**config.mk**
```make
export PLATFORM = sky130hd
export DESIGN_NAME = timestamp_arbiter
export DESIGN_NICKNAME = d
export VERILOG_FILES = /design/src/rtl/timestamp_arbiter.sv
export SDC_FILE = /design/constraint.sdc
export NUM_CORES = 1
export LEC_CHECK = 0
export ABC_AREA = 1
export CAP_MARGIN = 20
export CELL_PAD_IN_SITES_DETAIL_PLACEMENT = 0
export CELL_PAD_IN_SITES_GLOBAL_PLACEMENT = 1
export CORE_MARGIN = 2
export CORE_UTILIZATION = 45
export DETAILED_ROUTE_END_ITERATION = 16
export DONT_BUFFER_PORTS = 1
export MAX_ROUTING_LAYER = met4
export PLACE_DENSITY_LB_ADDON = 0.1
export REMOVE_ABC_BUFFERS = 1
export SETUP_SLACK_MARGIN = 0.5
export SYNTH_ARGS = -nofsm -noshare
export SYNTH_HDL_FRONTEND = slang
export SYNTH_SLANG_ARGS = --single-unit
```
**constraint.sdc**
```tcl
create_clock -name CLK -period 2.3 [get_ports CLK]
set_input_delay 0.46 -clock CLK [delete_from_list [all_inputs] [get_ports CLK]]
set_output_delay 0.46 -clock CLK [all_outputs]
set_load 0.02 [all_outputs]
```
**src/rtl/timestamp_arbiter.sv**
```systemverilog
// rtl/timestamp_arbiter.sv - round-robin shared timestamp server with double-sample tear protection
module timestamp_arbiter #(
    parameter int NREQ      = 4,
    parameter int TS_WIDTH  = 24,
    parameter int MAX_RETRY = 7
) (
    input  logic                CLK,
    input  logic                RESET,
    input  logic [TS_WIDTH-1:0] TIMESTAMP,
    input  logic [NREQ-1:0]     REQ,
    output logic [NREQ-1:0]     GRANT,
    output logic [TS_WIDTH-1:0] TS_OUT,
    output logic                TS_VALID,
    output logic [2:0]          TS_SRC,
    output logic                BUSY,
    output logic                ERR_UNSTABLE
);

    typedef enum logic [1:0] {IDLE, SMP_A, SMP_B, CMP} state_t;

    state_t              state;
    state_t              next_state;
    logic [2:0]          idx;
    logic [2:0]          rr_ptr;
    logic [2:0]          pick;
    logic [2:0]          cand;
    logic                pick_found;
    logic [3:0]          retry;
    logic [TS_WIDTH-1:0] s0;
    logic [TS_WIDTH-1:0] s1;
    logic                deliver;
    logic                forced;
    logic [7:0]          req_ext;
    logic [7:0]          onehot;

    assign req_ext = {{(8-NREQ){1'b0}}, REQ};
    assign onehot  = 8'(1) << idx;
    assign BUSY    = (state != IDLE);

    // Search starts just after the last served requester so every builder gets a turn.
    always_comb begin
        pick       = '0;
        cand       = '0;
        pick_found = 1'b0;
        for (int i = 1; i <= NREQ; i++) begin
            cand = 3'((int'(rr_ptr) + i) % NREQ);
            if (!pick_found && req_ext[cand]) begin
                pick       = cand;
                pick_found = 1'b1;
            end
        end
    end

    always_comb begin
        next_state = state;
        deliver    = 1'b0;
        forced     = 1'b0;
        case (state)
            IDLE:  if (pick_found) next_state = SMP_A;
            SMP_A: next_state = SMP_B;
            SMP_B: next_state = CMP;
            CMP: begin
                if (s0 == s1) begin
                    deliver    = 1'b1;
                    next_state = IDLE;
                end else if (retry < 4'(MAX_RETRY)) begin
                    next_state = SMP_A;
                end else begin
                    deliver    = 1'b1;
                    forced     = 1'b1;
                    next_state = IDLE;
                end
            end
            default: next_state = IDLE;
        endcase
    end

    always_ff @(posedge CLK) begin
        if (RESET) begin
            state        <= IDLE;
            idx          <= '0;
            rr_ptr       <= 3'(NREQ - 1);
            retry        <= '0;
            s0           <= '0;
            s1           <= '0;
            GRANT        <= '0;
            TS_OUT       <= '0;
            TS_VALID     <= 1'b0;
            TS_SRC       <= '0;
            ERR_UNSTABLE <= 1'b0;
        end else begin
            state    <= next_state;
            TS_VALID <= deliver;
            GRANT    <= deliver ? onehot[NREQ-1:0] : '0;
            if (state == IDLE && pick_found) idx <= pick;
            if (state == SMP_A) s0 <= TIMESTAMP;
            if (state == SMP_B) s1 <= TIMESTAMP;
            if (state == CMP && !deliver) retry <= retry + 4'd1;
            if (deliver) begin
                TS_OUT <= s1;
                TS_SRC <= idx;
                rr_ptr <= idx;
                retry  <= '0;
                if (forced) ERR_UNSTABLE <= 1'b1;
            end
        end
    end

endmodule

```
==> Word-level counts from Yosys, hierarchy flattened <==
Index checks and enable logic that the tools add are counted.
{ "word_totals": {"regBits": 92} }
{ "op_classes": {"addsub": 5, "eq_ne": 5, "magnitude_cmp": 5, "n_shift": 1, "n_bitwise": 5, "n_mux": 25, "reduce_logical": 18} }
{ "op_table": {"columns": ["cell", "count"], "rows": [
  ["== test 24 bit", 1],
  ["less-than comparator 3 x 4 -> 1 bit, second input constant", 4],
  ["two-way mux 1 bit", 15],
  ["binary-select mux 1 bit (select 3 bit)", 4],
  ["two-way mux 3 bit", 4],
  ["OR reduction 2 bit", 6],
  ["case mux 2 bit (4 select lines)", 1],
  ["logical AND 1 bit", 5],
  ["adder 2 x 1 -> 2 bit, second input constant", 2],
  ["adder 2 bit, second input constant", 2],
  ["adder 4 x 1 -> 4 bit, second input constant", 1],
  ["bitwise AND 1 bit, first input constant", 4],
  ["== test 2 bit, second input constant", 2],
  ["logical NOT 1 bit", 4],
  ["less-than comparator 4 x 3 -> 1 bit, second input constant", 1],
  ["left shift 1 x 3 -> 4 bit, first input constant", 1],
  ["== test 2 x 1 -> 1 bit, second input constant", 1],
  ["logical NOT 2 bit", 1],
  ["two-way mux 2 bit", 1],
  ["!= test 2 bit, second input constant", 1],
  ["AND reduction 2 bit", 1],
  ["nonzero test 2 bit", 1],
  ["NOT 1 bit", 1]
]} }

==> Logic depth before layout (Yosys ltp) <==
Gate-level depths: netlist of run 1.
{ "depth": {"word_depth": 17, "depth_mapped": 13} }

==> Worst setup path before layout of run 1 <==
No wires, ideal clock.
{ "synth_timing": {"path_kind": "register to register", "from": "reg state[0]", "to": "reg s1[0]", "path_buffers": 3, "setup_time_ns": 0.133, "stages_incl_launch_ff": 8, "required_ns": 2.167, "path_slack_ns": 0.699, "arrival_time_ns": 1.468, "cell_sequence": "dfxtp_1 inv_1 ha_1 clkbuf_1 inv_1 clkbuf_1 clkbuf_1 a21oi_1"} }
{ "synth_via": {"elab_chain_cells": 1} }
{ "synth_lines": {"columns": ["item", "line", "source"], "rows": [
  ["start: declaration", "21", "state_t state;"],
  ["start signal: assignment", "92", "state <= next_state;"],
  ["== test 2 bit", "97", "if (state == SMP_B) s1 <= TIMESTAMP;"],
  ["end signal: assignment", "85", "s1 <= '0;"],
  ["end signal: assignment", "97", null],
  ["end: declaration", "30", "logic [TS_WIDTH-1:0] s1;"]
]} }
No other way between the ends.
A chain may end at the register's enable or synchronous reset.

==> Worst setup path in the final report of run 1 <==
{ "layout_timing": {"from": "reg s1[23]", "to": "reg rr_ptr[1]"} }
{ "layout_via": {"elab_chain_cells": 3} }
{ "layout_lines": {"columns": ["item", "line", "source"], "rows": [
  ["== test 24 bit", "63", "if (s0 == s1) begin"],
  ["two-way mux 1 bit", "63", null],
  ["two-way mux 1 bit", "58", "case (state)"],
  ["end signal: assignment", "82", "rr_ptr <= 3'(NREQ - 1);"],
  ["end signal: assignment", "102", "rr_ptr <= idx;"],
  ["end: declaration", "24", "logic [2:0] rr_ptr;"]
]} }
No other way between the ends.

==> reports/results.ini, run 1 <==
[status]
status=complete, no violations

[clocking]
hold_buffers=0
h-tree-depth=3
clk_pin_slew_worst_paths_ns=0.09
cts_root_buffer=clkbuf_8
cts_buffer_depth=2
cts_buffers=9
worstSkewPairLatency_ns=0.36
cts.sinks=90
cts_tree=yes

[global_route]
grt_use_total_pct=20.1
antenna_found_initial=0
grt_pass1_vias=2739
overflow=0
grt_pass1_wl_mm=13.5
grt_max_degree=36

[worst_setup_path]
rr_startpoint=s1[23]
rr_worst_depth=12
worstSetupEndpointType=register
cp.arrival_ns=1.92
cp.required_ns=2.53
critPathMaxFanout=31
rr_endpoint=rr_ptr[1]
path_class=reg2reg
cp-start-kind=register
worstSetupStartpoint=s1[23]
r2r_slack_ns=0.62

[min_path]
worstHoldStart=RESET
worstHoldEndpoint=state[0]
hp-class=in2reg
hold-path-cell-count=1

[timing]
holdWs_ns=0.149
finalHoldViolations=0
slew_violations=0
setup_viol=0
skew_ns=0.0107
finalSetupTns_ns=0
post-route-period-util_pct=73.2
period_minus_slack_ns=1.68
fmax_mhz=594
rsz0062_at_grt=false

[finish]
regArea_um2=1820
multi_input_area_um2=1690
layout_commonest_cell=nand2_1
final_cells=645
layout_common_cells=133 x nand2_1, 78 x dfxtp_1, 75 x nor2_1
n_fill_cell=847
final_area_um2=4190
num_antenna_cells=0
nNetsFinal=572
syn2layout_area_growth_pct=10.1
layout-drive-gt1-share_pct=10.7

[logic_synthesis]
yosysWarnings=0
synth_edf_count=0
synth_area_um2=3800
yosysSeqAreaShare_pct=47.4
synth_area_per_cell_um2=7.11
synthFlopType=dfxtp_1
yosysUniqueCellTypes=30
synthTopCellsByArea=dfxtp_1 47%, nand2_1 13%, nor2_1 7.6%
ys_ff_latch=90
synthCells=535
synth_top_area_share_pct=47.4
async_flop_share_pct=0
synth_top_cell_by_area=dfxtp_1

[placed_design]
hpwlAfterDp_mm=5.54
io_buffer_count=0
gp_congestion=0.760
place_area_um2=3890
dp.cells=623

[power]
p_leak_nw=1.96
power-per-cell-area_nw_per_um2=1020
power_frac_clock_pct=23.0
p_seq_share_pct=48.4
swShare_pct=35.7
p_switching_mw=1.53
irDropWorstVdd_mv=0.400
p_total_mw=4.28
combPwrFrac_pct=28.6
intPower_mw=2.75

[floorplanning]
core_um2=8220
die_y_um=96.0
io_pins=64
row_count=33
die-area_um2=9210
initial_core_util_pct=46.3
dieWidth_um=96.0

[detailed_routing]
vias=3153
drt_first_pass_iters=6
routed_via_density=4.89
drc_errors=0
drtIter0Drc=121
wl_per_cell_um=13.2
ant_nets=0
wirelength_mm=8.50

[flow_run]
max-cap-violations=0

-- cell type report --
class / count / area share [%]
flip-flops and latches: 90 / 43.4
multi-input cells: 364 / 40.2
inverters: 56 / 5.02
repair buffers: 15 / 3.88
clock buffers: 11 / 3.62
well taps: 105 / 3.14
clock inverters: 4 / 0.657
-- kinds of logic after synthesis --
| logic type | Yosys count | share of synthesized area (%) |
|---|---|---|
| DFF | 90 | 47.4 |
| adders and majority gates | 6 | 1.97 |
| xor gates and xnor gates | 4 | 1.12 |
| AOI/OAI and AO/OA | 104 | 14.0 |
| buffers and inverters | 82 | 8.85 |
| and+or+nand+nor | 248 | 26.6 |
| other | 1 | 0.0986 |
-- how the worst max path moves through the flow --
stage | to
after floorplan | retry[0]
after global placement | GRANT[3]
after detailed placement | GRANT[3]
after CTS | retry[2]
after global routing | GRANT[0]
final | rr_ptr[1]
-- critical path: stages, from the launching register on --
cell and delay, ns:
dfxtp_1 0.42, nand2_1 0.08, inv_1 0.06, nor2_1 0.04, nor2_1 0.08, nand2_1 0.06
nor2_1 0.16, nand3_2 0.13, nand2_2 0.09, nand2_4 0.09, buf_12 0.19, nand2_1 0.07
o211ai_1 0.08
-- flip-flops by register name, indices dropped and copies added (netlist names) --
register	count
TS_SRC	2
state	2
s1	24
rr_ptr	2
TS_VALID	1
retry	4
idx	2
GRANT	4
ERR_UNSTABLE	1
s0	24
TS_OUT	24
-- cell usage after synthesis, types with 2 or more instances --
cell type  count
ha_1           6
o21ai_1        6
clkbuf_1      18
nand2_1      134
o21ai_0       52
buf_6          2
dfxtp_1       90
buf_4          3
nor2_1        77
nand4_1        3
a21oi_1       41
nand3_1       28
inv_1         53
o211ai_1       3
buf_2          2
xor2_1         2
inv_2          2
-- timing repair --
| action | 4_1_cts | 5_1_grt |
|---|---|---|
| setup endpoints to repair | 34 | 41 |
| buffers inserted | 6 | 0 |
| gates resized for setup | 1 | 20 |
| pin swaps | 2 | 3 |
| cloned | 1 | 0 |
-- stage by stage --
stage	util [%]	worst slack, ns
6_report	51.0	0.617
5_1_grt	51.0	0.506
2_1_floorplan	-	0.342
3_3_place_gp	47.3	0.477
3_5_place_dp	47.3	0.393
4_1_cts	50.6	0.507
-- power groups by stage --
stage                     Combinational, mW  Sequential (mW)  Clock [mW]
final                                  1.23             2.07       0.986
after global routing                   1.44             2.12        1.09
after CTS                              1.22             2.06        1.02
after detailed placement               1.21             2.10           0
after global placement                 1.20             2.09           0
after floorplan                       0.892             2.05           0
-- metal layers --
layer,up-vias,wire [µm],global-route usage [%]
met5,-,0,-
met4,0,200,9.29
met3,17,450,4.86
met2,68,3930,31.2
li1,1689,-,-
met1,1379,3920,24.8
(Power assumes the default switching activity.)
==> run 2, diff against run 1 <==
==> constraint.sdc (replaced) <==
create_clock -name CLK -period 1.7 [get_ports CLK]
set_input_delay 0.34 -clock CLK [delete_from_list [all_inputs] [get_ports CLK]]
set_output_delay 0.34 -clock CLK [all_outputs]
set_load 0.02 [all_outputs]
==> run 2 against run 1 <==
The run now ends with setup timing left. Cell count is 5.0% higher. First-iteration DRC count is 14% lower. Largest power group unchanged. Critical path depth is 1 higher. Clock power is 49% higher. Power is 63% higher. Worst hold slack worse by 0.12 ns. Register-to-register slack worse by 0.62 ns.
==> reports/results.ini, run 2 (synthesized netlist as in run 1, its figures left out) <==
[floorplanning]
row_count=33
io_pins=64
dieWidth_um=96.0
core_um2=8220
die-area_um2=9210
initial_core_util_pct=46.3
die_y_um=96.0

[worst_setup_path]
cp_common_cell=nand2_1
cp-start-kind=register
crit_family=simple AND/OR/NAND/NOR gates
path_cells=inv_2 -> nand2_1 -> nand2_1 -> nor2_1 -> nand2_1 -> nor2_2 -> nand3_2 -> nand2_2 -> nand2_4 -> nor2_8 -> clkbuf_16 -> nand2_2 -> nand2_1
rr_worst_depth=13
path_class=reg2reg
worstSetupEndpointType=register
critPathMaxFanout=6
path_depth=13
r2r_slack_ns=-0.005
cp.arrival_ns=2.00
crit_slowest_cell=dfxtp_2
endpoint=TS_OUT[3]
rr_endpoint=TS_OUT[3]
worst_path_largest_cell_delay_ns=0.36
cp.required_ns=2.00
cp.buffers_inverters=2
rr_startpoint=s1[11]
worstSetupStartpoint=s1[11]

[min_path]
hp-class=in2reg

[detailed_routing]
drt_first_pass_iters=4
drc_errors=0
wl_per_cell_um=14.2
routed_via_density=4.94
drtIter0Drc=104
wirelength_mm=9.64
ant_nets=0
vias=3347

[global_route]
overflow=0
grt_pass1_vias=3034
antenna_found_initial=0
grt_pass1_wl_mm=14.8
grt_use_total_pct=21.9
grt_max_degree=81

[timing]
period_minus_slack_ns=1.71
finalSetupTns_ns=-0.00686
fin_ws_ns=-0.00546
finalHoldViolations=0
post-route-period-util_pct=100
slew_violations=0
setup_viol=2
skew_ns=0.0171
fmax_mhz=586
rsz0062_at_grt=true

[power]
p_leak_nw=2.25
p_switching_mw=2.48
p_total_mw=6.97
power_frac_clock_pct=21.1
irDropWorstVdd_mv=0.590
swShare_pct=35.5
intPower_mw=4.50
combPwrFrac_pct=37.7
power-per-cell-area_nw_per_um2=1420
p_seq_share_pct=41.2

[flow_run]
max-cap-violations=0

[status]
status=finished, violations left
violations=setup timing

[finish]
utilization_pct=59.8
layout_commonest_cell=nand2_1
nNetsFinal=603
layout-drive-gt1-share_pct=30.2
syn2layout_area_growth_pct=29.1
reg_top3=TS_OUT (24), s0 (24), s1 (24)
num_antenna_cells=0
n_fill_cell=773
layout_common_cells=117 x nand2_1, 62 x nor2_1, 57 x dfxtp_1

[clocking]
clk_pin_slew_worst_paths_ns=0.09
worstSkewPairLatency_ns=0.36
cts_buffers=9
h-tree-depth=3
cts_root_buffer=clkbuf_8
cts_buffer_depth=2
cts_tree=yes
cts.sinks=90

[placed_design]
io_buffer_count=0
gp_congestion=0.764
hpwlAfterDp_mm=5.63

run 2: changes by cell type in the layout (fill, tap and decap cells not counted), sizes merged:
cell      change
clkinvlp      +1
bufinv        +1
inv           -2
clkbuf        +4
buf          +28
run 2: what timing repair did:
action                     CTS  global route
setup buffers               15             8
gates cloned                 4             3
setup endpoints to repair   91            94
pin swaps                   11            26
gates resized for setup     54           108
hold buffers                 0             0
run 2: final cells by class:
type | count | area [µm²] | area share, %
Multi-Input combinational cell | 364 | 1930 | 39.3
Tap cell | 105 | 131 | 2.68
Timing Repair Buffer | 46 | 562 | 11.4
Inverter | 56 | 238 | 4.84
Clock inverter | 4 | 51.3 | 1.04
Sequential cell | 90 | 1850 | 37.7
Clock buffer | 12 | 145 | 2.96
run 2: power groups by stage:
stage / Clock (mW) / Combinational (mW) / Sequential (mW)
2_1_floorplan: 0 / 1.21 / 2.77
3_3_place_gp: 0 / 1.67 / 2.83
3_5_place_dp: 0 / 1.68 / 2.84
4_1_cts: 1.50 / 2.20 / 2.80
5_1_grt: 1.59 / 2.94 / 2.93
6_report: 1.47 / 2.63 / 2.88
run 2: stage by stage:
stage	instances	hold WS (ns)	instance area, µm²	setup WS (ns)
after floorplan	509	0.409	3680	-0.138
after global placement	631	0.417	3980	-0.0168
after detailed placement	631	0.416	3980	-0.0213
after CTS	666	0.0213	4510	0.0101
after global routing	677	0.0227	4910	-0.103
final	677	0.0344	4910	-0.00546
run 2: metal layers:
layer  GRT usage (%)  wire length, µm  part of all wire [%]  vias to the layer above
li1                -                -                     -                     1758
met1            26.8             4450                    46                     1515
met2            35.3             4590                    48                       62
met3            5.17              475                   4.9                       12
met4            7.86              123                   1.3                        0
met5               -                0                     0                        -
run 2: how the worst min path moves through the flow:
stage               depth (start not counted)            to  start
finish                                      1      state[0]  RESET
global route                                1      state[0]  RESET
CTS                                         1      state[0]  RESET
detailed placement                          1      state[0]  RESET
global placement                            1  ERR_UNSTABLE  RESET
floorplan                                   1      state[0]  RESET
==> run 3, diff against run 2 <==
--- a/config.mk
+++ b/config.mk
@@ -6,6 +6,7 @@
 export NUM_CORES = 1
 export LEC_CHECK = 0
 export ABC_AREA = 1
+export ABC_CLOCK_PERIOD_IN_PS = 1700
 export CAP_MARGIN = 20
 export CELL_PAD_IN_SITES_DETAIL_PLACEMENT = 0
 export CELL_PAD_IN_SITES_GLOBAL_PLACEMENT = 1
@@ -17,6 +18,7 @@
 export PLACE_DENSITY_LB_ADDON = 0.1
 export REMOVE_ABC_BUFFERS = 1
 export SETUP_SLACK_MARGIN = 0.5
+export SKIP_LAST_GASP = 1
 export SYNTH_ARGS = -nofsm -noshare
 export SYNTH_HDL_FRONTEND = slang
 export SYNTH_SLANG_ARGS = --single-unit
==> run 3 against run 2 <==
The flow still finishes with violations (setup timing). Power decreased by 0.60%. Combinational power decreased by 2%. Register-to-register slack about the same. Die area unchanged. Design area decreased by 0.59%. Non-clock buffer count unchanged. Count of clock-buffer cells in the layout unchanged. Largest cell class unchanged. Highest routed layer unchanged.
==> reports/results.ini, run 3 (synthesized netlist as in run 1, its figures left out) <==
[status]
status=finished, violations left
violations=setup timing

[global_route]
overflow=0
grt_pass1_vias=3034
grt_use_total_pct=21.9
top_usage_layer=met2
use_met3_pct=5.17
antenna_found_initial=0
gr-usage-met2_pct=35.3
grt_pass1_wl_mm=14.8
grt_max_degree=81
met1_usage_pct=26.8

[clocking]
cts_buffer_depth=2
cts_buffers=9
clk_pin_slew_worst_paths_ns=0.09
cts.sinks=90
worstSkewPairLatency_ns=0.36
cts_tree=yes
cts_root_buffer=clkbuf_8
h-tree-depth=3

[finish]
n_fill_cell=780
layout_commonest_cell=nand2_1
syn2layout_area_growth_pct=28.3
nNetsFinal=603
reg_top3=TS_OUT (24), s0 (24), s1 (24)
num_antenna_cells=0
utilization_pct=59.4
layout-drive-gt1-share_pct=29.5
layout_common_cells=117 x nand2_1, 65 x nor2_1, 57 x dfxtp_1

[timing]
slew_violations=0
period_minus_slack_ns=1.70
fmax_mhz=587
fin_ws_ns=-0.00316
post-route-period-util_pct=100
skew_ns=0.0168
setup_viol=1
rsz0062_at_grt=true
finalHoldViolations=0

[power]
swShare_pct=35.4
p_total_mw=6.93
p_seq_share_pct=41.5
p_switching_mw=2.45
intPower_mw=4.48
power_frac_clock_pct=21.1
p_leak_nw=2.25
irDropWorstVdd_mv=0.587
combPwrFrac_pct=37.4
power-per-cell-area_nw_per_um2=1420

[worst_setup_path]
rr_endpoint=TS_OUT[3]
cp.required_ns=2.00
path_class=reg2reg
path_cells=inv_2 -> nand2_1 -> nand2_1 -> nor2_1 -> nand2_1 -> nor2_2 -> nand3_2 -> nand2_2 -> nand2_4 -> nor2_8 -> clkbuf_16 -> nand2_2 -> nand2_1
crit_slowest_cell=dfxtp_2
rr_worst_depth=13
cp_common_cell=nand2_1
worstSetupEndpointType=register
cp-start-kind=register
critPathMaxFanout=6
cp.arrival_ns=2.00
worst_path_largest_cell_delay_ns=0.36
r2r_slack_ns=-0.003
rr_startpoint=s1[11]

[floorplanning]
die_y_um=96.0
row_count=33
core_um2=8220
die-area_um2=9210
dieWidth_um=96.0
initial_core_util_pct=46.3
io_pins=64

[detailed_routing]
vias=3360
drtIter0Drc=139
drt_first_pass_iters=4
routed_via_density=4.96
ant_nets=0
drc_errors=0
wirelength_mm=9.61
wl_per_cell_um=14.2

[flow_run]
max-cap-violations=0

[placed_design]
io_buffer_count=0
hpwlAfterDp_mm=5.63
gp_congestion=0.764

[min_path]
worstHoldStart=RESET
worstHoldEndpoint=state[0]
hold-path-cell-count=1
hp-class=in2reg

==> run 3: final cells by class <==
class / count / area (µm²) / share of cell area, %
clock buffers: 12 / 145 / 2.97
clock inverters: 4 / 51.3 / 1.05
inverters: 56 / 233 / 4.77
multi-input cells: 364 / 1910 / 39.2
flip-flops and latches: 90 / 1850 / 38.0
well taps: 105 / 131 / 2.69
repair buffers: 46 / 554 / 11.4
==> run 3: what timing repair did <==
action,in CTS,in global routing
pin swaps,11,24
hold buffers,0,0
buffers inserted,15,8
resized for setup,54,99
cloned,4,3
setup endpoints to repair,91,94
==> run 3: worst max-delay path: cells and delay by family (launching register included) <==
family | cells | cell delay [ns]
buffers and inverters | 2 | 0.23
AND/OR/NAND/NOR | 11 | 1.06
flip-flops | 1 | 0.36
==> run 3: stage by stage <==
stage | setup TNS (ns) | instances | setup WS [ns] | area, µm² | hold slack [ns]
2_1_floorplan | -3.22 | 509 | -0.138 | 3680 | 0.409
5_1_grt | -2.08 | 677 | -0.103 | 4880 | 0.0209
4_1_cts | 0 | 666 | 0.0101 | 4510 | 0.0213
3_5_place_dp | -0.160 | 631 | -0.0213 | 3980 | 0.416
6_report | -0.00316 | 677 | -0.00316 | 4880 | 0.0360
3_3_place_gp | -0.0574 | 631 | -0.0168 | 3980 | 0.417
==> run 3: worst max-delay path by stage <==
stage                 endpoint  cells after the start  startpoint  slack, ns
finish               TS_OUT[3]                     13      s1[11]     -0.003
CTS                  TS_OUT[2]                     13      s1[19]       0.01
floorplan             retry[0]                      3       RESET      -0.14
detailed placement  TS_OUT[21]                     13      s1[19]      -0.02
global route         TS_OUT[3]                     13      s1[11]      -0.10
global placement    TS_OUT[13]                     13      s1[19]      -0.02
==> run 3: power by group through the flow <==
stage,Clock (mW),Combinational [mW],Sequential [mW]
global route,1.59,2.91,2.93
detailed placement,0,1.68,2.84
CTS,1.50,2.20,2.80
global placement,0,1.67,2.83
finish,1.47,2.59,2.87
floorplan,0,1.21,2.77
==> run 3: metal layers <==
layer	share of wire (%)	vias to the layer above	wire length [µm]
met5	0	-	0
met4	1.5	0	144
met3	4.9	13	466
met2	48	63	4630
met1	45	1526	4360
li1	-	1758	-
